[src/rtl/shift_counter_gen.sv]
// shift_counter_gen: parametrised ring / Johnson shift counter.
// Produces a one-hot (ring) or twisted-ring (Johnson) sequence with a step
// index, a wrap pulse, and self-correction of illegal states with a sticky
// error flag. All outputs are registered.
module shift_counter_gen #(
  parameter int WIDTH    = 8,
  parameter int INIT_POS = WIDTH - 1
) (
  input  logic                           clk,
  input  logic                           rst_n,
  input  logic                           init,
  input  logic                           en,
  input  logic                           dir,
  input  logic                           mode,
  output logic [WIDTH-1:0]               count,
  output logic [$clog2(2*WIDTH)-1:0]     pos,
  output logic                           wrap,
  output logic                           err
);

  localparam int PW = $clog2(2*WIDTH);

  localparam logic [WIDTH-1:0] ZERO      = {WIDTH{1'b0}};
  localparam logic [WIDTH-1:0] ONE       = {{(WIDTH-1){1'b0}}, 1'b1};
  localparam logic [PW-1:0]    POS_ZERO  = {PW{1'b0}};
  localparam logic [PW-1:0]    POS_ONE   = {{(PW-1){1'b0}}, 1'b1};
  localparam logic [PW-1:0]    RING_LAST = PW'(WIDTH - 1);
  localparam logic [PW-1:0]    JOHN_LAST = PW'(2*WIDTH - 1);

  // Ring seed is a single hot bit at INIT_POS; Johnson seed is all zeros.
  function automatic logic [WIDTH-1:0] seed_of(input logic m);
    logic [WIDTH-1:0] s;
    s = ZERO;
    if (m == 1'b0) begin
      s[INIT_POS] = 1'b1;
    end else begin
      s = ZERO;
    end
    return s;
  endfunction

  // Ring legality: exactly one bit set.
  function automatic logic ring_legal(input logic [WIDTH-1:0] c);
    return (c != ZERO) && ((c & (c - ONE)) == ZERO);
  endfunction

  // Johnson legality: ones packed against the LSB or against the MSB.
  function automatic logic johnson_legal(input logic [WIDTH-1:0] c);
    logic [WIDTH-1:0] nc;
    nc = ~c;
    return ((c & (c + ONE)) == ZERO) || ((nc & (nc + ONE)) == ZERO);
  endfunction

  logic [WIDTH-1:0] count_r;
  logic [PW-1:0]    pos_r;
  logic             wrap_r;
  logic             err_r;
  logic             mode_q;

  logic             legal_s;
  logic [PW-1:0]    last_s;
  logic [WIDTH-1:0] step_count_s;
  logic [PW-1:0]    step_pos_s;
  logic             step_wrap_s;

  assign count = count_r;
  assign pos   = pos_r;
  assign wrap  = wrap_r;
  assign err   = err_r;

  // Decide whether the current state is a member of the active sequence.
  always_comb begin
    legal_s = 1'b0;
    if (mode_q == 1'b0) begin
      legal_s = ring_legal(count_r);
    end else begin
      legal_s = johnson_legal(count_r);
    end
  end

  // Compute the next count, step index and wrap for a legal enabled step.
  // The feedback bit is inverted in Johnson mode (xor with mode_q).
  always_comb begin
    step_count_s = count_r;
    step_pos_s   = pos_r;
    step_wrap_s  = 1'b0;
    last_s       = (mode_q == 1'b1) ? JOHN_LAST : RING_LAST;
    if (dir == 1'b0) begin
      step_count_s = {count_r[WIDTH-2:0], count_r[WIDTH-1] ^ mode_q};
      if (pos_r == last_s) begin
        step_pos_s  = POS_ZERO;
        step_wrap_s = 1'b1;
      end else begin
        step_pos_s  = pos_r + POS_ONE;
        step_wrap_s = 1'b0;
      end
    end else begin
      step_count_s = {count_r[0] ^ mode_q, count_r[WIDTH-1:1]};
      if (pos_r == POS_ZERO) begin
        step_pos_s  = last_s;
        step_wrap_s = 1'b1;
      end else begin
        step_pos_s  = pos_r - POS_ONE;
        step_wrap_s = 1'b0;
      end
    end
  end

  // State update: init has priority over en; illegal states are reseeded on
  // the next enabled step and flagged in the sticky error bit.
  always_ff @(posedge clk or negedge rst_n) begin
    if (!rst_n) begin
      mode_q  <= 1'b0;
      count_r <= seed_of(1'b0);
      pos_r   <= POS_ZERO;
      wrap_r  <= 1'b0;
      err_r   <= 1'b0;
    end else if (init) begin
      mode_q  <= mode;
      count_r <= seed_of(mode);
      pos_r   <= POS_ZERO;
      wrap_r  <= 1'b0;
      err_r   <= 1'b0;
    end else if (en) begin
      if (legal_s) begin
        count_r <= step_count_s;
        pos_r   <= step_pos_s;
        wrap_r  <= step_wrap_s;
      end else begin
        count_r <= seed_of(mode_q);
        pos_r   <= POS_ZERO;
        wrap_r  <= 1'b0;
        err_r   <= 1'b1;
      end
    end else begin
      wrap_r <= 1'b0;
    end
  end

endmodule

[config.mk]
export PLATFORM = sky130hd
export DESIGN_NAME = shift_counter_gen
export DESIGN_NICKNAME = d
export VERILOG_FILES = /design/src/rtl/shift_counter_gen.sv
export SDC_FILE = /design/constraint.sdc
export NUM_CORES = 1
export LEC_CHECK = 0
export CAP_MARGIN = 25
export CORE_ASPECT_RATIO = 1.25
export CORE_MARGIN = 4
export CORE_UTILIZATION = 25
export CTS_BUF_LIST = sky130_fd_sc_hd__clkbuf_4 sky130_fd_sc_hd__clkbuf_8
export DETAILED_ROUTE_END_ITERATION = 10
export PLACE_DENSITY = 0.45
export RECOVER_POWER = 25
export SETUP_SLACK_MARGIN = 0.1
export SLEW_MARGIN = 5
export SYNTH_ARGS = -nofsm -noshare
export SYNTH_HDL_FRONTEND = slang
export SYNTH_SLANG_ARGS = --single-unit
[constraint.sdc]
create_clock -name clk -period 2.18 [get_ports clk]
set_clock_uncertainty 0.15 [all_clocks]
set_input_delay 0.436 -clock clk [delete_from_list [all_inputs] [get_ports clk]]
set_output_delay 0.436 -clock clk [all_outputs]
set_load 0.02 [all_outputs]
==> reports/results.tsv <==
metric	value	unit
final hold viol count	0	
count leader, synth	dfrtp_1	
area share of the largest cell type after synthesis	0.318	
fin crit period	2.09	ns
Routed Wire Length	2980	microns
dominant synthesized flop cell	dfrtp_1	
Routed wire per std cell	13.7	microns
met1 Resource Use GR	0.140	
Hold Slack	0.405	ns
Finish-stage setup viols	0	
CTS tree	yes	
placed insts	197	
met2 Resource Use GR	0.184	
post-synthesis simple-gate area fraction	0.177	
EDFF count, synth	0	
RSZ-0062 raised after global routing	true	
sequential cell area fraction in the yosys report	0.342	
Gate power share	0.361	
synth top area cells	dfrtp_1 (32%), mux2i_1 (5.4%), nand2_1 (4.1%)	
Synth area leader	dfrtp_1	
Reg power frac	0.380	
Setup crit end kind	flip-flop	
crit-path max FO	7	
Setup CP Type	reg -> reg	
max-slew violations	0	
number of diodes	0	
Rows	26	
DR iter-0 viols	28	
routed vias	1059	
average vias per placed instance	4.86	
crit-path max cell delay	0.59	ns
max_cap viols	0	
ANT nets after route	0	
Root Driver	clkbuf_8	
GRT Overall Usage	0.112	
maximum vdd drop	0.340	mV
post-synthesis compound-gate area fraction	0.262	
DRC violations left	0	
most instantiated cells after synthesis	dfrtp_1 (14), nand2_1 (12), a21oi_1 (7), o21ai_1 (7), mux2i_1 (6)	
Clock Pin Slew Worst Setup and Hold Paths	0.06	ns
Worst-Skew Late Latency	0.25	ns
M3 GR Usage	0.0365	
crit path DAT	2.09	ns
Clk pwr share	0.260	
grt total ovfl	0	
non-filler cells, final	218	
Mapped Area	0.00110	sq mm
Most Used Layer, Global Route	met2	
Yosys Warn Count	0	
syn_area_per_cell	9.04	sq um
vias in the first global route	984	
leakage	0.665	nW
DR pass1 iterations	4	
PwrDens	536	mW/mm^2
Worst Hold Class	reg -> reg	
largest family of logic cells by synthesized area	compound AO/OA/AOI/OAI gates	
xor and xnor fraction of the mapped netlist area	0.0397	
multiplexer share of the synthesized area	0.0749	
crit path cell chain	or4_4, a31oi_4, o22ai_4, and3_1, a222oi_1	
clk sink count	15	
PortBufs	19	
delay-heaviest family, CP	simple AND/OR/NAND/NOR gates	
fin crit share	0.960	
final net count	171	
crit path max-delay cell type	or4_4	
CORE AREA	0.00416	sq mm
die height	82.2	microns
clock buffer count from CTS	3	
number of synthesized register bits	15	
Horiz. Die Dim	67.4	microns
dpl hpwl	2060	microns
CP Launch Type	flip-flop	
pin count of the biggest net entering global routing	16	
Syn Inst Count	122	
antenna violations before repair	0	
Post-Syn Nets	130	
# IOs	20	
first-pass GRT wire length	4730	microns
Net Sw Frac	0.339	
H-tree depth	1	
CP Data Required Time	2.18	ns
Net Sw Power	300	uW
Internal	585	uW
Initial Util	0.265	
DIE AREA	0.00554	sq mm
CTS Buffer Depth	2	
fmax	478	MHz
Netlist cell types	49	
Post-synth ARST share	1.00	
Worst slew margin	0.430	
Worst Tran Pin Value	0.854	ns
Buf/Inv on CP	0	
status	finished, final reports clean	
routability congestion estimate	0.773	
layout cell share with drive strength beyond 1	0.327	
setup TNS	0	ns
P&R area growth vs syn	49.9	%
post-synthesis adder-cell area fraction	0.0227	
[area by class of cell]
class | count | area [sq um]
repair buffers | 47 | 410
inverters | 6 | 22.5
clock inverters | 1 | 5.00
clock buffers | 3 | 41.3
flip-flops and latches | 15 | 384
multi-input cells | 90 | 719
fillers | 437 | 2510
well taps | 56 | 70.1
[what timing repair did]
action | in CTS | in global routing
hold buffers | 0 | 0
resized for setup | 7 | 8
pin swaps | 1 | 10
setup endpoints to repair | 12 | 15
setup buffers | 0 | 16
gates cloned | 0 | 1
[worst paths after layout]
check | from | to | slack [ns] | cells past startpoint
hold reg to reg | err | err | 0.40 | 1
hold / removal | err | err | 0.40 | 1
max in group asynchronous | rst_n | count[1] | 0.64 | 2
setup / recovery | count[5] | count[7] | 0.09 | 5
min in group asynchronous | rst_n | err | 0.65 | 2
setup reg to reg | count[5] | count[7] | 0.09 | 5
[kinds of logic after synthesis]
logic type	after synthesis
buf+inv	18
flops	15
compound gates	39
fa+ha+maj	2
mux	8
xor+xnor	5
simple gates	35
[registers in the layout (all words and copies together), names as in the netlist]
name / cells
err: 1
wrap: 1
pos: 4
count: 8
mode_q: 1
[metrics by stage]
| step | total power, mW | cell area (sq um) | setup slack, ns | utilization |
|---|---|---|---|---|
| after floorplan | 0.505 | 1110 | 0.107 | - |
| final | 0.885 | 1650 | 0.0865 | 0.397 |
| after detailed placement | 0.612 | 1410 | 0.0468 | 0.338 |
| after global routing | 0.939 | 1650 | 0.0209 | 0.397 |
| after CTS | 0.856 | 1480 | 0.0584 | 0.355 |
| after global placement | 0.611 | 1410 | 0.0887 | 0.338 |
[routing by layer]
layer / vias up / share of wire
li1: 539 / -
met1: 499 / 0.48
met2: 19 / 0.48
met3: 2 / 0.036
met4: 0 / 0.0044
met5: - / 0
[cell usage in the layout (no fill, tap or decap), types with 3 or more instances in the layout]
| cell type | count |
|---|---|
| clkdlybuf4s50_1 | 16 |
| a21oi_1 | 7 |
| nand2b_1 | 3 |
| xnor2_1 | 4 |
| dfrtp_2 | 6 |
| clkbuf_8 | 3 |
| o21ai_0 | 3 |
| nor3_1 | 3 |
| nor2_1 | 5 |
| mux2i_1 | 6 |
| nand2_1 | 12 |
| inv_1 | 5 |
| dfrtp_1 | 8 |
| buf_4 | 25 |
| o21ai_1 | 8 |
[power by group through the flow]
stage	registers [mW]	clock network [mW]	logic [mW]
global route	0.342	0.250	0.346
detailed placement	0.341	0	0.271
floorplan	0.342	0	0.162
CTS	0.336	0.239	0.280
finish	0.336	0.230	0.319
global placement	0.340	0	0.272
(Power assumes the default switching activity.)
